## config.mk

```make
export PLATFORM = sky130hd
export DESIGN_NAME = pulse_stretcher_flat
export DESIGN_NICKNAME = d
export VERILOG_FILES = /design/src/rtl/pulse_stretcher_pkg.sv /design/src/rtl/pulse_stretcher_if.sv /design/src/rtl/pulse_stretcher.sv /design/src/flat_wrapper.sv
export SDC_FILE = /design/constraint.sdc
export NUM_CORES = 1
export LEC_CHECK = 0
export ABC_CLOCK_PERIOD_IN_PS = 2200
export CAP_MARGIN = 30
export CELL_PAD_IN_SITES_DETAIL_PLACEMENT = 0
export CELL_PAD_IN_SITES_GLOBAL_PLACEMENT = 1
export CORE_MARGIN = 2
export CORE_UTILIZATION = 42
export CTS_CLUSTER_SIZE = 25
export DETAILED_ROUTE_END_ITERATION = 8
export DONT_BUFFER_PORTS = 1
export GPL_ROUTABILITY_DRIVEN = 0
export PLACE_DENSITY_LB_ADDON = 0.1
export RECOVER_POWER = 25
export SYNTH_ARGS = -nofsm -noshare
export SYNTH_HDL_FRONTEND = slang
export SYNTH_SLANG_ARGS = --single-unit
```

## constraint.sdc

```tcl
create_clock -name clk -period 2.2 [get_ports clk]
set_input_delay 0.22 -clock clk [delete_from_list [all_inputs] [get_ports clk]]
set_output_delay 0.22 -clock clk [all_outputs]
set_load 0.02 [all_outputs]
```

## src/rtl/pulse_stretcher_pkg.sv

```systemverilog
// Shared types and sizing helpers for the pulse stretcher slice.
package pulse_stretcher_pkg;

   typedef enum logic [1:0] {
      IDLE = 2'd0,
      HIGH = 2'd1,
      GAP  = 2'd2
   } state_t;

   function automatic int unsigned max_u(input int unsigned a, input int unsigned b);
      return (a > b) ? a : b;
   endfunction

   // Bits needed to hold 0..n-1, never less than one.
   function automatic int unsigned width_for(input int unsigned n);
      return (n <= 2) ? 1 : $clog2(n);
   endfunction

endpackage

```

## src/rtl/pulse_stretcher_if.sv

```systemverilog
// Event-in / stretched-level-out bundle between the pulse source and the stretcher.
interface pulse_stretcher_if
   import pulse_stretcher_pkg::*;
#(
   parameter int QUEUE_MAX = 3
);
   localparam int PW = width_for(QUEUE_MAX + 1);

   logic          pulse;
   logic          level;
   logic          busy;
   logic [PW-1:0] pending;
   logic          overflow;

   modport master (output pulse, input level, busy, pending, overflow);
   modport slave  (input pulse, output level, busy, pending, overflow);
endinterface

```

## src/rtl/pulse_stretcher.sv

```systemverilog
// Stretches single-cycle pulses into fixed-width level windows with a guaranteed gap
// and a saturating pending queue. Define PULSE_STRETCH_RETRIG_EN to retrigger in HIGH.
module pulse_stretcher
   import pulse_stretcher_pkg::*;
#(
   parameter int HIGH_CYCLES = 4,
   parameter int GAP_CYCLES  = 2,
   parameter int QUEUE_MAX   = 3
) (
   input  logic              clk,
   input  logic              reset,
   pulse_stretcher_if.slave  bus
);
   localparam int TW = width_for(max_u(HIGH_CYCLES, GAP_CYCLES));
   localparam int PW = width_for(QUEUE_MAX + 1);
   localparam logic [TW-1:0] T_HIGH = TW'(HIGH_CYCLES - 1);
   localparam logic [TW-1:0] T_GAP  = TW'(GAP_CYCLES - 1);
   localparam logic [PW-1:0] P_MAX  = PW'(QUEUE_MAX);
`ifdef PULSE_STRETCH_RETRIG_EN
   localparam bit RETRIG = 1'b1;
`else
   localparam bit RETRIG = 1'b0;
`endif

   state_t        state_q, state_d;
   logic [TW-1:0] timer_q, timer_d;
   logic [PW-1:0] pending_q, pending_d;
   logic          level_q, busy_q, overflow_q, overflow_d;
   logic          gap_exit, queue_req;

   assign gap_exit  = (state_q == GAP) && (timer_q == '0);
   assign queue_req = bus.pulse && ((state_q == GAP) || ((state_q == HIGH) && !RETRIG));

   // NOTE: sequential state uses <= so every register samples pre-edge values.
   always_ff @(posedge clk or posedge reset) begin
      if (reset) begin
         state_q    <= IDLE;
         timer_q    <= '0;
         pending_q  <= '0;
         level_q    <= 1'b0;
         busy_q     <= 1'b0;
         overflow_q <= 1'b0;
      end else begin
         state_q    <= state_d;
         timer_q    <= timer_d;
         pending_q  <= pending_d;
         level_q    <= (state_d == HIGH);
         busy_q     <= (state_d != IDLE);
         overflow_q <= overflow_d;
      end
   end

   // NOTE: defaults first so no path through the case leaves a latch behind.
   always_comb begin
      state_d = state_q;
      timer_d = timer_q;
      unique case (state_q)
         IDLE: begin
            if (bus.pulse) begin
               state_d = HIGH;
               timer_d = T_HIGH;
            end
         end
         HIGH: begin
`ifdef PULSE_STRETCH_RETRIG_EN
            if (bus.pulse) begin
               timer_d = T_HIGH;
            end else if (timer_q == '0) begin
               state_d = GAP;
               timer_d = T_GAP;
            end else begin
               timer_d = timer_q - TW'(1);
            end
`else
            if (timer_q == '0) begin
               state_d = GAP;
               timer_d = T_GAP;
            end else begin
               timer_d = timer_q - TW'(1);
            end
`endif
         end
         GAP: begin
            if (timer_q == '0) begin
               if ((pending_q != '0) || bus.pulse) begin
                  state_d = HIGH;
                  timer_d = T_HIGH;
               end else begin
                  state_d = IDLE;
                  timer_d = '0;
               end
            end else begin
               timer_d = timer_q - TW'(1);
            end
         end
         default: begin
            state_d = IDLE;
            timer_d = '0;
         end
      endcase
   end

   // At GAP exit a pulse replaces the dequeued event, so that edge can never overflow.
   always_comb begin
      pending_d  = pending_q;
      overflow_d = 1'b0;
      if (gap_exit) begin
         if ((pending_q != '0) && !bus.pulse)
            pending_d = pending_q - PW'(1);
      end else if (queue_req) begin
         if (pending_q == P_MAX)
            overflow_d = 1'b1;
         else
            pending_d = pending_q + PW'(1);
      end
   end

   assign bus.level    = level_q;
   assign bus.busy     = busy_q;
   assign bus.pending  = pending_q;
   assign bus.overflow = overflow_q;

endmodule

```

## src/flat_wrapper.sv

```systemverilog
// flat-port wrapper written by rule: the top's interface ports become plain ports
module pulse_stretcher_flat import pulse_stretcher_pkg::*;
#(
   parameter int HIGH_CYCLES = 4,
   parameter int GAP_CYCLES  = 2,
   parameter int QUEUE_MAX   = 3
)
  (clk, reset, bus_pulse, bus_level, bus_busy, bus_pending, bus_overflow);
  pulse_stretcher_if #(.QUEUE_MAX(QUEUE_MAX)) bus_i ();
  input  logic clk;
  input  logic reset;
  input wire logic [$bits(bus_i.pulse)-1:0] bus_pulse;
  output wire logic [$bits(bus_i.level)-1:0] bus_level;
  output wire logic [$bits(bus_i.busy)-1:0] bus_busy;
  output wire logic [$bits(bus_i.pending)-1:0] bus_pending;
  output wire logic [$bits(bus_i.overflow)-1:0] bus_overflow;
  assign bus_i.pulse = bus_pulse;
  assign bus_level = bus_i.level;
  assign bus_busy = bus_i.busy;
  assign bus_pending = bus_i.pending;
  assign bus_overflow = bus_i.overflow;
  pulse_stretcher #(.HIGH_CYCLES(HIGH_CYCLES), .GAP_CYCLES(GAP_CYCLES), .QUEUE_MAX(QUEUE_MAX)) u_core (.clk(clk), .reset(reset), .bus(bus_i));
endmodule
```

Yosys cells after proc, flatten, opt, wreduce, memory -nomap -nowiden
Index checks and enable logic that the tools add are counted.
{"block": "totals", "regBits": 9, "inputBits": 3, "out_inout_bits": 5, "elab_cells": 45}
{"block": "classes", "addsub": 3, "eq_ne": 7, "mux": 17, "n_reduce_logical": 12}
{"cell": "two-way mux 2 bit", "n": 11}
{"cell": "one-hot mux 2 bit (3 select lines)", "n": 2}
{"cell": "nonzero test 2 bit", "n": 3}
{"cell": "== test 2 x 1 -> 1 bit (second input constant)", "n": 2}
{"cell": "== test 2 bit (second input constant)", "n": 2}
{"cell": "zero test 2 bit", "n": 2}
{"cell": "two-way mux 1 bit", "n": 4}
{"cell": "inequality test 2 bit (second input constant)", "n": 2}
{"cell": "subtractor 2 x 1 -> 2 bit (second input constant)", "n": 2}
{"cell": "logical AND 1 bit", "n": 3}
{"cell": "AND reduction 3 bit", "n": 1}
{"cell": "adder 2 x 1 -> 2 bit (second input constant)", "n": 1}
{"cell": "logical OR 1 bit", "n": 2}
{"cell": "inequality test 2 x 1 -> 1 bit (second input constant)", "n": 1}
{"cell": "zero test 1 bit", "n": 1}

Depth between registers and ports, before layout
Gate-level depths: netlist of run 1.
{"block": "logic_depth", "word_depth": 6, "ltp_mapped": 6, "depth_no_buf": 6}

Worst setup path after synthesis of run 1
Ideal clock, no wire load.
{"block": "synth_path", "kind": "reg-to-reg", "startpoint": "reg u_core.state_q[0]", "endpoint": "reg u_core.pending_q[0] (netlist: u_core.bus.pending[0])", "setup_time_ns": 0.145, "t_arrival_ns": 1.547, "required_ns": 2.055, "path_slack_ns": 0.509, "stages_incl_launch_ff": 7, "path_buffers": 0, "synth_period_minus_slack_ns": 1.691, "path_cell_list": "dfrtp_1 inv_1 ha_1 or3b_4 and2_4 a211oi_2 a211oi_1"}
{"block": "synth_between", "elab_chain_cells": 5, "word_cells_on_any_way": 10, "classes_between": "4 x eq/ne; 1 x mux; 5 x reduce/logical"}
{"item": "start, declared", "line": "pulse_stretcher.sv:25", "rtl": "state_t state_q, state_d;"}
{"item": "start signal, assigned", "line": "pulse_stretcher.sv:44", "rtl": "state_q <= state_d;"}
{"item": "== test 2 bit / == test 2 x 1 -> 1 bit (equally long branches)", "line": "pulse_stretcher.sv:31, pulse_stretcher.sv:32"}
{"item": "logical OR 1 bit", "line": "pulse_stretcher.sv:32", "rtl": "assign queue_req = bus.pulse && ((state_q == GAP) || ((state_q == HIGH) && !RETRIG));"}
{"item": "logical AND 1 bit", "line": "pulse_stretcher.sv:32"}
{"item": "nonzero test 2 bit (no line)"}
{"item": "AND reduction 3 bit (no line)"}
{"item": "end signal, assigned", "line": "pulse_stretcher.sv:46", "rtl": "pending_q <= pending_d;"}
{"item": "end, declared", "line": "pulse_stretcher.sv:27", "rtl": "logic [PW-1:0] pending_q, pending_d;"}
Parallel ways exist; a longest one is shown, timed or not.
A chain may end at the register's enable or synchronous reset.

Worst setup path after layout of run 1
Same ends and word-level chain as after synthesis.

==> results.cfg, run 1 <==
[cells_and_area]
multi_input_area_um2 = 317
drive_gt1_frac = 0.134
fill_cells = 123
post-route-util = 0.488
seq_area_um2 = 225
n_antenna_cell = 0
final_cells = 82
area_growth_pct = 10.5
final_nets = 75

[setup_path]
slowest_delay_ns = 0.44
crit_arrival_ns = 1.99
critPathKind = reg -> reg
crit_start = u_core.state_q[0]$_DFF_PP0_
worstSetupEndpointType = flip-flop
rrSetupSlack_ns = 0.34
reg2reg_depth = 6
crit_path_cell_trace = inv_1, ha_1, or3b_4, and2_4, a211oi_2, a211oi_1
startpoint_type = flip-flop
path_max_fanout = 7
rr_endpoint = u_core.bus.pending[0]$_DFFE_PP0P_
crit_end = u_core.bus.pending[0]$_DFFE_PP0P_
reg2reg_from = u_core.state_q[0]$_DFF_PP0_
crit_required_ns = 2.33
cpMaxStageDelayCell = dfrtp_1

[logic_synthesis]
synth_common_cells = dfrtp_1, nor2_1
synth_compound_area_frac = 0.205
synth.area.top_cells = dfrtp_1, ha_1, nor2_1
synthMuxAreaShare = 0.0179
synthSimpleGateAreaFrac = 0.252
netlist_instances = 62
synth_edf_count = 0
async_flop_share = 1.00
synth_seq_cells = 9
ys.flop_type = dfrtp_1
synthAdderAreaFrac = 0.0893
synth_top_family_by_area = simple AND/OR/NAND/NOR gates
yosysTopAreaCell = dfrtp_1
syn-num-nets = 69
synth_xor_area_frac = 0
ys_seq_area_frac = 0.402
synthesis.area_um2 = 561
synth_top_area_frac = 0.402
ys_warn_count = 0
avgSynthCellArea_um2 = 9.04
synthDistinctLibCells = 29

[sta]
skew_ns = 0.00569
hold_viol = 0
final.setup.worst_slack_ns = 0.337
slew_headroom = 0.720
fin_setup_tns_ns = 0
period_needed_ns = 1.86
finalSetupViolations = 0
fmax_mhz = 537
tightest_slew_ns = 0.420
fin_crit_sh = 0.847
rsz0062_at_grt = false
holdWs_ns = 0.0807
drv_slew = 0

[clock_network]
cts_setup_buffers = 0
clk_latency_ns = 0.26
cts_tree = built
numClockSinks = 9
ctsHtreeMaxLevel = 1
cts_root_buf = clkbuf_4
cts_buffer_depth = 2
numCtsBuffers = 3
clk_pin_slew_ns = 0.07

[floorplan]
placementRows = 13
pin_count = 8
start_util = 0.442
fp.dieW_um = 40.5
dieArea_um2 = 1640
die_h_um = 40.5
core_um2 = 1270

[global_route]
grt_max_degree = 13
track_usage = 0.188
grt_overflow_total = 0
antenna_found_initial = 0
grt_pass1_wl_um = 1930
grt_pass1_vias = 421

[power_and_ir_drop]
p_leak_nw = 0.254
pwr_density_cell_nw_per_um2 = 1330
peakVddDrop_v = 0.000543

[drt]
dr_total_vias = 459
drcViolationCount = 0
drt_wl_total_um = 1150
via_per_inst = 5.60
wire_per_inst_um = 14.1
final_antenna_net_count = 0
drt_iter0_drc = 25
dr.pass1.iters = 4

[placement]
place_ws_ns = 0.354
port_buffers = 0
dpl.hpwl_um = 833
placedCellCount = 77

[min_path]
hold_path.class = in -> reg

[job]
cap_violations = 0

[status]
status = complete, no violations
-- critical path: cells and delay by family, from the launching register on --
| kind | cells | cell delay [ns] |
|---|---|---|
| adder cells (fa/ha/maj) | 1 | 0.28 |
| AND/OR/NAND/NOR | 2 | 0.62 |
| flip-flops | 1 | 0.44 |
| buffers and inverters | 1 | 0.11 |
| AO/OA/AOI/OAI | 2 | 0.27 |
-- cell families (layout without fill, tap and decap cells) --
| kind of cell | Yosys count | after routing |
|---|---|---|
| adder cells (fa/ha/maj) | 4 | 4 |
| flip-flops | 9 | 9 |
| multiplexers | 1 | 1 |
| AND/OR/NAND/NOR | 25 | 25 |
| buffers and inverters | 5 | 10 |
| AO/OA/AOI/OAI | 18 | 18 |
-- cells in the final DEF (no fill, tap or decap) --
cell type	n
o21ai_1	1
mux2i_1	1
nor2_2	1
a31oi_1	3
buf_4	1
clkbuf_1	1
or3b_4	1
or2_1	2
a211oi_2	1
ha_1	4
inv_1	4
nor3_1	1
nand2_1	1
clkbuf_4	3
and2_1	2
or4_1	1
nor2_1	9
o211ai_1	1
o21ai_0	4
and3_1	1
or3_1	1
o32ai_1	1
or2b_1	1
nor2b_1	1
dlygate4sd3_1	1
a211oi_1	2
dfrtp_1	9
a21oi_1	4
or2_2	1
nor3b_1	1
o31ai_1	1
and2_4	1
-- worst min path at each step --
stage               startpoint                           endpoint  cells past startpoint
global route         bus_pulse  u_core.bus.pending[1]$_DFFE_PP0P_                      2
finish               bus_pulse  u_core.bus.pending[1]$_DFFE_PP0P_                      2
detailed placement       reset      u_core.bus.overflow$_DFF_PP0_                      1
global placement         reset      u_core.bus.overflow$_DFF_PP0_                      1
floorplan                reset          u_core.bus.busy$_DFF_PP0_                      1
CTS                  bus_pulse  u_core.bus.pending[1]$_DFFE_PP0P_                      2
-- where the power goes --
group	internal (mW)	switching, mW	leakage [nW]
registers	0.231	0.103	0.104
logic	0.172	0.184	0.135
clock network	0.0701	0.0619	0.0150
-- metal layers --
metal  global-route usage  part of all wire  vias to the layer above
met2                0.274              0.49                       15
met1                0.248              0.45                      210
met3               0.0167             0.029                        4
met5                    0                 0                        -
li1                     -                 -                      230
met4                0.150             0.032                        0
-- stage by stage --
step	power [mW]	area, um^2
after CTS	0.822	619
after global placement	0.687	583
after global routing	0.891	619
final	0.822	619
after floorplan	0.607	561
after detailed placement	0.690	583
-- sequential cells by signal, summed over array words and instances, names as in the netlist --
signal               flops
u_core.state_q           2
u_core.bus.pending       2
u_core.bus.overflow      1
u_core.bus.busy          1
u_core.bus.level         1
u_core.timer_q           2
-- area by class of cell --
cell class,instances,share of cell area
Multi-Input combinational cell,48,0.511
Inverter,4,0.0242
Tap cell,15,0.0303
Clock buffer,4,0.0424
Timing Repair Buffer,2,0.0283
Sequential cell,9,0.364
-- timing repair --
| action | CTS | global route |
|---|---|---|
| endpoints found under the setup margin | 0 | 0 |
| hold endpoints to repair | 9 | 0 |
| hold buffers | 1 | 0 |
| gates resized for setup | 0 | 0 |
Note: power is estimated with default switching activity, not from simulation.
==> inputs of run 2 (changes only) <==
Settings changed: ABC_CLOCK_PERIOD_IN_PS 2200 to 1600, CORE_UTILIZATION 42 to 39.
Clock period 2.2 ns to 1.6 ns, I/O delays scaled along.
==> run 2 against run 1 <==
Non-clock buffer count is 7 higher; cell area rose by 12%; clock power rose by 40%; cell count rose by 8.5%; critical path depth unchanged; power up 52%; wire length increased by 7.1%; sequential power grew 25%; first-iteration DRC count shrank 80%; register-to-register slack worse by 0.27 ns; critical path type unchanged; critical endpoint unchanged; highest routed layer unchanged.
==> results.cfg, run 2 (synthesized netlist as in run 1, its figures left out) <==
[status]
status = complete, no violations

[sta]
rsz0062_at_grt = true
fin_crit_sh = 0.960
slew_headroom = 0.760
tightest_slew_ns = 0.359
finalSetupViolations = 0
period_needed_ns = 1.54
drv_slew = 0
holdWs_ns = 0.0127
skew_ns = 0.00381
fmax_mhz = 651
hold_viol = 0

[min_path]
hold_depth = 2
hold_path.class = in -> reg

[clock_network]
ctsHtreeMaxLevel = 1
clk_pin_slew_ns = 0.07
numClockSinks = 9
cts_buffer_depth = 2
cts_tree = built
numCtsBuffers = 3
cts_setup_buffers = 0
cts_root_buf = clkbuf_4
clk_latency_ns = 0.27

[floorplan]
dieArea_um2 = 1760
core_um2 = 1320
placementRows = 13
die_h_um = 41.9
start_util = 0.425
fp.dieW_um = 41.9
pin_count = 8

[setup_path]
critPathKind = reg -> reg
crit_required_ns = 1.76
critPathMostFrequentCell = a211oi_2
reg2reg_depth = 6
crit_path_cell_trace = inv_2, ha_2, or3b_4, and2_4, a211oi_2, a211oi_2
worstSetupEndpointType = flip-flop
path_depth = 6
startpoint_type = flip-flop
slowest_delay_ns = 0.40
path_max_fanout = 4
crit_buf_inv = 1
crit_arrival_ns = 1.69
cpMaxStageDelayCell = or3b_4
crit_family = simple AND/OR/NAND/NOR gates

[drt]
drt_wl_total_um = 1240
final_antenna_net_count = 0
dr.pass1.iters = 4
drt_iter0_drc = 5
dr_total_vias = 478
drcViolationCount = 0
via_per_inst = 5.37
wire_per_inst_um = 13.9

[cells_and_area]
final_nets = 82
drive_gt1_frac = 0.297
n_antenna_cell = 0
final_cell_mix = nor2_1, dfrtp_1, buf_4
area_growth_pct = 23.4

[global_route]
grt_pass1_wl_um = 2070
track_usage = 0.160
antenna_found_initial = 0
grt_max_degree = 13
grt_pass1_vias = 453
grt_overflow_total = 0

[placement]
port_buffers = 0
dpl.hpwl_um = 904

[job]
cap_violations = 0

[power_and_ir_drop]
total_power_mw = 1.25
peakVddDrop_v = 0.000632
pwr_density_cell_nw_per_um2 = 1800
p_leak_nw = 0.290
[run 2: cell type report]
class / count / area [um^2]
tap: 15 / 18.8
inverter: 4 / 15.0
clock buffer: 4 / 26.3
timing repair buffer: 9 / 70.1
multi-input combinational: 48 / 337
fill: 130 / 626
sequential: 9 / 225
[run 2: path summary, 6_finish.rpt]
| kind | from | slack [ns] | end |
|---|---|---|---|
| min in group asynchronous | reset | 0.29 | u_core.timer_q[1]$_DFFE_PP0P_ |
| setup / recovery | u_core.state_q[0]$_DFF_PP0_ | 0.06 | u_core.bus.pending[0]$_DFFE_PP0P_ |
| max in group asynchronous | reset | 1.04 | u_core.state_q[0]$_DFF_PP0_ |
| setup reg to reg | u_core.state_q[0]$_DFF_PP0_ | 0.06 | u_core.bus.pending[0]$_DFFE_PP0P_ |
| hold / removal | bus_pulse | 0.01 | u_core.bus.pending[1]$_DFFE_PP0P_ |
| hold reg to reg | u_core.timer_q[1]$_DFFE_PP0P_ | 0.62 | u_core.timer_q[1]$_DFFE_PP0P_ |
[run 2: what timing repair did]
item | in CTS | in global routing
resized for setup | 0 | 5
endpoints found under the hold margin | 9 | 0
endpoints found under the setup margin | 0 | 6
hold buffers | 1 | 0
[run 2: metal layers]
layer / vias to the layer above / track usage / part of all wire
met3: 5 / 0.0130 / 0.015
met2: 9 / 0.256 / 0.48
met4: 0 / 0.116 / 0.036
met1: 220 / 0.199 / 0.47
met5: - / 0 / 0
li1: 244 / - / -
[run 2: per-stage QoR]
stage	setup slack, ns	cell area (um^2)	TNS, ns	instances	utilization
finish	0.0633	692	0	89	0.525
global route	-0.0159	692	-0.0318	89	0.525
global placement	0.0380	638	0	84	0.484
floorplan	-0.0114	563	-0.0114	62	-
CTS	0.0172	674	0	89	0.512
detailed placement	0.0306	638	0	84	0.484
[run 2: power breakdown]
group,internal (mW),switching [mW],leakage (nW)
Combinational,0.320,0.322,0.171
Clock,0.0966,0.0888,0.0150
Sequential,0.318,0.102,0.104
Total,0.735,0.513,0.290
[run 2: worst register-to-register path, delay by kind of cell, from the launching register on]
kind	cells	cell delay, ns
adders and majority gates	1	0.17
DFF	1	0.38
AOI/OAI and AO/OA	2	0.24
and+or+nand+nor	2	0.56
buffers and inverters	1	0.07
